File: config.mk
export PLATFORM = sky130hd
export DESIGN_NAME = rv_fetch_unit
export DESIGN_NICKNAME = d
export VERILOG_FILES = /design/src/rtl/rv_fetch_unit.sv
export SDC_FILE = /design/constraint.sdc
export NUM_CORES = 1
export LEC_CHECK = 0
export ABC_CLOCK_PERIOD_IN_PS = 3700
export CORE_UTILIZATION = 49
export DETAILED_ROUTE_END_ITERATION = 8
export GPL_ROUTABILITY_DRIVEN = 0
export GPL_TIMING_DRIVEN = 0
export PLACE_DENSITY = 0.75
export SYNTH_ARGS = -nofsm -noshare
export SYNTH_HDL_FRONTEND = slang
export SYNTH_SLANG_ARGS = --single-unit
File: constraint.sdc
create_clock -name clk -period 3.7 [get_ports clk]
set_clock_uncertainty 0.2 [all_clocks]
set_input_delay 0.925 -clock clk [delete_from_list [all_inputs] [get_ports clk]]
set_output_delay 0.925 -clock clk [all_outputs]
set_load 0.05 [all_outputs]
File: src/rtl/rv_fetch_unit.sv
// Instruction-fetch front end: PC generator, prefetch FIFO of {pc, instr} pairs,
// branch/trap redirect with flush, and a debug halt/resume handshake over ibus.
module rv_fetch_unit #(
    parameter logic [31:0] INITIAL_PC = 32'h0000_0000,
    parameter int unsigned DEPTH      = 4
) (
    input  logic                       clk,
    input  logic                       rst_n,
    output logic                       ibus_bstart,
    output logic [31:0]                ibus_addr,
    input  logic [31:0]                ibus_rdata,
    input  logic                       ibus_bdone,
    output logic                       out_valid,
    input  logic                       out_ready,
    output logic [31:0]                out_pc,
    output logic [31:0]                out_instr,
    input  logic                       redirect_valid,
    input  logic [31:0]                redirect_pc,
    input  logic                       halt_req,
    input  logic                       resume_req,
    output logic                       halted,
    output logic [$clog2(DEPTH+1)-1:0] fill_level
);

    localparam int unsigned PtrW = $clog2(DEPTH);
    localparam int unsigned CntW = $clog2(DEPTH + 1);
    localparam logic [CntW-1:0] FullCnt = CntW'(DEPTH);
    localparam logic [31:0] ResetPc = INITIAL_PC & ~32'h3;

    typedef enum logic [1:0] {StIdle, StFetch, StDrain, StHalted} state_e;

    state_e          state_q, state_d;
    logic [31:0]     fetch_pc_q, fetch_pc_d;
    logic [31:0]     addr_q, addr_d;
    logic [CntW-1:0] count_q, count_d;
    logic [PtrW-1:0] wr_ptr_q, rd_ptr_q;
    logic [31:0]     mem_pc_q    [DEPTH];
    logic [31:0]     mem_instr_q [DEPTH];
    logic [31:0]     redirect_pc_al;
    logic            push, pop, idle_rules;

    assign redirect_pc_al = redirect_pc & ~32'h3;

    assign ibus_bstart = (state_q == StFetch) || (state_q == StDrain);
    assign ibus_addr   = addr_q;
    assign out_valid   = (count_q != '0);
    assign out_pc      = mem_pc_q[rd_ptr_q];
    assign out_instr   = mem_instr_q[rd_ptr_q];
    assign halted      = (state_q == StHalted);
    assign fill_level  = count_q;

    // Responses that coincide with a redirect, or arrive in DRAIN, are dropped.
    assign push = (state_q == StFetch) && ibus_bdone && !redirect_valid;
    assign pop  = out_valid && out_ready;

    always_comb begin
        count_d = count_q;
        if (redirect_valid) begin
            count_d = '0;
        end else begin
            count_d = count_q + CntW'(push) - CntW'(pop);
        end
    end

    always_comb begin
        state_d    = state_q;
        fetch_pc_d = fetch_pc_q;
        addr_d     = addr_q;
        idle_rules = 1'b0;
        unique case (state_q)
            StIdle: begin
                if (redirect_valid) fetch_pc_d = redirect_pc_al;
                idle_rules = 1'b1;
            end
            StFetch: begin
                if (redirect_valid) begin
                    fetch_pc_d = redirect_pc_al;
                    if (ibus_bdone) idle_rules = 1'b1;
                    else state_d = StDrain;
                end else if (ibus_bdone) begin
                    fetch_pc_d = fetch_pc_q + 32'd4;
                    idle_rules = 1'b1;
                end
            end
            StDrain: begin
                if (redirect_valid) fetch_pc_d = redirect_pc_al;
                if (ibus_bdone) idle_rules = 1'b1;
            end
            StHalted: begin
                if (redirect_valid) begin
                    fetch_pc_d = redirect_pc_al;
                end else if (resume_req && !halt_req) begin
                    state_d = StIdle;
                end
            end
        endcase

        // Issue decision shared by IDLE and every transaction completion.
        if (idle_rules) begin
            if (halt_req) begin
                state_d = StHalted;
            end else if (count_d < FullCnt) begin
                state_d = StFetch;
                addr_d  = fetch_pc_d;
            end else begin
                state_d = StIdle;
            end
        end
    end

    always_ff @(posedge clk) begin
        if (!rst_n) begin
            state_q    <= StIdle;
            fetch_pc_q <= ResetPc;
            addr_q     <= ResetPc;
            count_q    <= '0;
            wr_ptr_q   <= '0;
            rd_ptr_q   <= '0;
        end else begin
            state_q    <= state_d;
            fetch_pc_q <= fetch_pc_d;
            addr_q     <= addr_d;
            count_q    <= count_d;
            if (redirect_valid) begin
                rd_ptr_q <= wr_ptr_q;
            end else begin
                if (push) wr_ptr_q <= wr_ptr_q + PtrW'(1);
                if (pop)  rd_ptr_q <= rd_ptr_q + PtrW'(1);
            end
        end
    end

    always_ff @(posedge clk) begin
        if (push) begin
            mem_pc_q[wr_ptr_q]    <= addr_q;
            mem_instr_q[wr_ptr_q] <= ibus_rdata;
        end
    end

endmodule

## Word-level counts from Yosys, hierarchy flattened

Memories as Yosys holds them, arrays and structs flattened. A register that Yosys moved wholly into a read port is not among the register bits.
Index checks and enable logic that the tools add are counted.

| word-level totals | value |
|---|---|
| memory bits (read-only) | 0 |
| memories | 2 |
| register bits | 73 |
| input port bits | 71 |
| latch bits | 0 |
| bits in writable memories | 256 |
| output and inout port bits | 102 |

Memory list:

| memory | depth | bits a word | rd ports | clocked after Yosys merged registers in | wr ports | line | source |
|---|---|---|---|---|---|---|---|
| mem_instr_q | 4 | 32 | 1 | 1 | 1 | 38 | `logic [31:0] mem_instr_q [DEPTH];` |
| mem_pc_q | 4 | 32 | 1 | 1 | 1 | 37 | `logic [31:0] mem_pc_q [DEPTH];` |

| cells by class | value |
|---|---|
| divide/modulo/power cells | 0 |
| equal/unequal tests | 7 |
| shifts and indexed selects | 0 |
| bitwise gates (word level) | 2 |
| $add $sub $neg | 5 |
| reduce and logical (&&, ||, !) cells | 16 |
| muxes and demuxes | 23 |
| multipliers | 0 |
| magnitude comparators | 1 |

Operators by type and width:

| cell | number |
|---|---|
| 2-to-1 mux 32 bit | 3 |
| one-hot mux 32 bit (2 select lines) | 1 |
| adder 32 x 3 -> 32 bit (second input constant) | 1 |
| 2-to-1 mux 2 bit | 12 |
| inequality test 3 bit (second input constant) | 2 |
| nonzero test 3 bit | 2 |
| AND reduction 5 bit | 1 |
| adder 2 x 1 -> 2 bit (second input constant) | 2 |
| == test 2 bit (second input constant) | 2 |
| logical AND 1 bit | 4 |
| 2-to-1 mux 1 bit | 4 |
| one-hot mux 2 bit (2 select lines) | 1 |
| adder 3 x 1 -> 3 bit | 1 |
| less-than comparator 3 bit (second input constant) | 1 |
| 2-to-1 mux 3 bit | 1 |
| inequality test 3 x 1 -> 1 bit (second input constant) | 1 |
| inequality test 3 x 2 -> 1 bit (second input constant) | 1 |
| AND reduction 3 bit | 1 |
| OR reduction 3 bit | 1 |
| subtractor 3 x 1 -> 3 bit | 1 |
| == test 2 x 1 -> 1 bit (second input constant) | 1 |
| zero test 1 bit | 2 |
| zero test 2 bit | 1 |
| inverter 1 bit | 2 |
| other kinds (5) | 5 |

## Logic depth before layout (Yosys ltp)

| logic depth | value |
|---|---|
| depth after elaboration | 10 |
| mapped depth | 15 |
| depth with buffers taken out | 13 |

## Worst setup path before layout

No wires, ideal clock.

| path | value |
|---|---|
| path kind | input port to flip-flop |
| start point | input port ibus_bdone |
| end point | register addr_q[17], in the netlist ibus_addr[17] |
| buffers on the path | 3 |
| data arrival time | 3619 ps |
| stages on the path | 13 |
| required time | 3433 ps |
| path slack | -186 ps |
| cells stage by stage | buf_2 and3_1 clkbuf_1 inv_1 ha_1 inv_1 ha_1 fa_1 xnor3_1 a2111o_1 buf_6 a311o_1 a21oi_2 |

| between the ends | value |
|---|---|
| cells in the longest elaborated chain, start to end | 7 |

Ends and longest elaborated chain:

| item | line | source |
|---|---|---|
| from (decl) | 12 | `input logic ibus_bdone,` |
| logical AND 1 bit (2 in a row) | 53 | `assign push = (state_q == StFetch) && ibus_bdone && !redirect_valid;` |
| adder 3 x 1 -> 3 bit | 61 | `count_d = count_q + CntW'(push) - CntW'(pop);` |
| subtractor 3 x 1 -> 3 bit | 61 |  |
| 2-to-1 mux 3 bit | 58 | `if (redirect_valid) begin` |
| less-than comparator 3 bit | 102 | `end else if (count_d < FullCnt) begin` |
| AND reduction 3 bit (no line) | - |  |
| to (signal assigned) | 115 | `addr_q <= ResetPc;` |
| to (signal assigned) | 122 | `addr_q <= addr_d;` |
| to (decl) | 34 | `logic [31:0] addr_q, addr_d;` |

Parallel ways exist; a longest one is shown, timed or not.
A chain may end at the register's enable or synchronous reset.

## Worst setup path after layout

| path | value |
|---|---|
| start point | input port redirect_valid |
| end point | register addr_q[12], in the netlist ibus_addr[12] |

| between the ends | value |
|---|---|
| cells in the longest elaborated chain, start to end | 7 |

Ends and longest elaborated chain:

| item | line | source |
|---|---|---|
| from (decl) | 17 | `input logic redirect_valid,` |
| zero test 1 bit | 53 |  |
| logical AND 1 bit | 53 |  |
| adder 3 x 1 -> 3 bit | 61 |  |
| subtractor 3 x 1 -> 3 bit | 61 |  |
| 2-to-1 mux 3 bit | 58 |  |
| less-than comparator 3 bit | 102 |  |
| AND reduction 3 bit (no line) | - |  |

Parallel ways exist; a longest one is shown, timed or not.

==> results.md <==
* Final core utilization at 63.1%
* WL met3 at 1.83 mm
* Die W at 164 um
* Placed insts at 1256
* Max transition margin at 35.0%
* Fin cells at 1329
* Crit path buffers/inverters at 7
* HP Class: reg2reg
* Avg Cell Area, Syn at 17.3 sq um
* Cells along the critical path: buf_4, clkinvlp_4, and3_4, buf_6, inv_1, ha_1, inv_1, ha_2, fa_2, xnor3_1, buf_4, a2111oi_4, buf_4, nand2_2, a311oi_2, a31o_2
* Commonest cells post-synth: edfxtp_1 (256), dfxtp_1 (75), mux4_2 (64)
* Iter 0 DRT Violations at 573
* CTS tree: done
* Fmax at 0.278 GHz
* Post-layout minimum cycle time at 3590 ps
* Area grow syn2layout at 26.8%
* Syn Std Cell Area at 0.0129 sq mm
* Measured slew at the worst slew-check pin at 967 ps
* Initial antenna violation count at 1
* Max_cap viols at 0
* Final setup viols at 0
* Cts bufs inserted at 36
* Most frequent CP cell: buf_4
* DPL Wire Length at 18.4 mm
* Clock Sinks at 331
* Distinct cells, synth at 58
* Data required time of the critical path at 3960 ps
* Nets at 1051
* First-pass GRT wire length at 42.6 mm
* Vias in the first global route at 7630
* Fill count at 1936
* Mapped Nets at 833
* Core Area at 0.0260 sq mm
* Setup WS pre-CTS at -1310 ps
* Clk Latency, worst-skew pair at 510 ps
* Top layer used by detailed routing: met4
* Syn. warnings at 0
* Max Slew Vio Count at 0
* Synth area leader: edfxtp_1
* CTS max path bufs at 3
* WL final at 28.2 mm
* Synth top area share at 59.5%
* Total GRT Usage at 21.3%
* Count leader, synth: edfxtp_1
* Fin Setup TNS at 0 ps
* Post-Syn Instances at 749
* Sequential cell area fraction in the yosys report at 71.1%
* Crit-path max FO at 7
* Total global routing overflow at 0
* Antenna violation net count after detailed routing at 0
* Synthesized flop and latch total at 331
* Clk Tree Root Cell: clkbuf_16
* Largest net degree at the start of global routing at 51
* Delay-heaviest family, CP: adder cells
* Final period util at 97.0%
* DR WL met2 at 13.6 mm
* Worst Setup End Kind: register
* Die area at 0.0270 sq mm
* Worst ir drop on vdd at 0.460 mV
* Hold Buf Count CTS at 0
* Largest cells by area after synthesis: edfxtp_1 (59%), dfxtp_1 (12%), mux4_2 (11%), mux2i_1 (1.7%), nand2_1 (1.2%)
* Total number of vias at 7519
* Hold slack at 296 ps
* Final Hold Vio Count at 0
* H-tree lvl count at 2
* Kind of critical path: in2reg
* Met1 WL at 11.9 mm
* Core Rows at 59
* PortBufs at 168
* Worst EP arrival at 3850 ps
* Leak pwr at 5.65 nW
* Slowest-stage cell, CP: fa_2
* Critical path startpoint category: primary input
* Initial Util at 49.7%
* EDFF count, synth at 256
* Async S/R FF share, synth at 0%
* I/O pin cnt at 173
* Pre-antenna DRT Iters at 7
* Worst-path clk slew at 60 ps
* PD cells at 594 mW/mm^2
* DRC viols at 0
* Outcome: finished, final reports clean
* Final Worst Setup Slack at 109 ps
* CP max stage delay at 410 ps
* Chip height at 164 um
* Vias per cell at 5.66
* Wire per inst at 21.3 um
* Fraction of layout cells with a size suffix above 1 at 19.4%
* Main synth FF type: edfxtp_1
## cell families (layout without fill, tap and decap cells)
logic type               Yosys count  count (layout)  synth area share, %
other                              0               1                    0
AO/OA/AOI/OAI                     78              78                 4.31
multiplexers                      98              98                 13.9
flip-flops                       331             331                 71.1
XOR/XNOR                          11              11                0.852
buffers and inverters             51             295                 1.65
adder cells (fa/ha/maj)           13              13                 1.32
AND/OR/NAND/NOR                  167             167                 6.90
## routing by layer
layer / vias to the layer above / global-route usage, %
met2: 269 / 35.0
li1: 3426 / -
met3: 60 / 3.89
met4: 0 / 8.47
met1: 3764 / 28.1
met5: - / 0
## power breakdown
part | total, mW | switching [mW] | internal [mW]
logic | 1.84 | 1.17 | 0.670
clock network | 3.49 | 1.40 | 2.09
registers | 4.41 | 0.169 | 4.24
total | 9.74 | 2.74 | 7.00
## layout make-up
class                           instances  area, sq um  share of cell area (%)
Timing Repair Buffer                  182         1790                    10.9
Antenna cell                            1         2.50                  0.0153
Inverter                               16         63.8                   0.389
Buffer                                 33          186                    1.14
Clock inverter                         18          178                    1.08
Multi-Input combinational cell        367         3570                    21.8
Tap cell                              335          419                    2.56
Clock buffer                           46          980                    5.98
Sequential cell                       331         9200                    56.1
## worst paths after layout
kind	end	start	depth (start not counted)	slack, ps
min reg2reg	fetch_pc_q[0]$_SDFF_PN0_	fetch_pc_q[0]$_SDFF_PN0_	1	300
max	ibus_addr[12]$_SDFFE_PN0P_	redirect_valid	16	110
min	fetch_pc_q[0]$_SDFF_PN0_	fetch_pc_q[0]$_SDFF_PN0_	1	300
max reg2reg	ibus_addr[12]$_SDFFE_PN0P_	state_q[1]$_SDFFE_PN0P_	16	130
## sequential cells by signal (all words and copies together) (netlist names), named ones only
name,cells
mem_instr_q,128
state_q,2
fetch_pc_q,32
mem_pc_q,128
wr_ptr_q,2
fill_level,3
ibus_addr,32
rd_ptr_q,2
## timing repair
| action | 4_1_cts | 5_1_grt |
|---|---|---|
| pin swaps | 2 | 4 |
| buffers inserted | 9 | 1 |
| gates resized for setup | 83 | 16 |
| setup endpoints to repair | 96 | 32 |
## stage by stage
stage	total power, mW	area [sq um]
2_1_floorplan	5.64	12900
3_3_place_gp	6.26	15000
3_5_place_dp	6.29	15200
4_1_cts	9.80	16400
5_1_grt	10.1	16400
6_report	9.74	16400
## cell usage in the layout, fill, tap and decap left out, types with 4 or more instances in the layout
master / netlist / routed
edfxtp_1: 256 / 256
clkdlybuf4s50_1: 0 / 107
dfxtp_1: 75 / 69
mux4_2: 64 / 64
dlygate4sd2_1: 0 / 60
nand2_1: 41 / 41
clkbuf_16: 0 / 37
nor2_1: 27 / 26
mux2i_1: 22 / 22
clkbuf_1: 22 / 20
and3_1: 21 / 20
nand3_1: 19 / 19
buf_4: 0 / 18
o21ai_0: 18 / 18
a21oi_1: 18 / 18
inv_1: 15 / 13
and2_1: 16 / 12
mux2_2: 12 / 12
nand4_1: 10 / 10
ha_1: 12 / 10
nor4_1: 8 / 8
nor3_1: 7 / 7
clkinv_2: 0 / 7
clkbuf_2: 0 / 6
xor2_1: 6 / 6
dfxtp_2: 0 / 6
a31oi_1: 5 / 5
a311oi_1: 7 / 5
clkinv_1: 0 / 5
buf_6: 1 / 4
and2_4: 0 / 4
xnor2_1: 4 / 4
a32o_1: 4 / 4
buf_16: 0 / 4
Power figures use the tool's default switching activity.
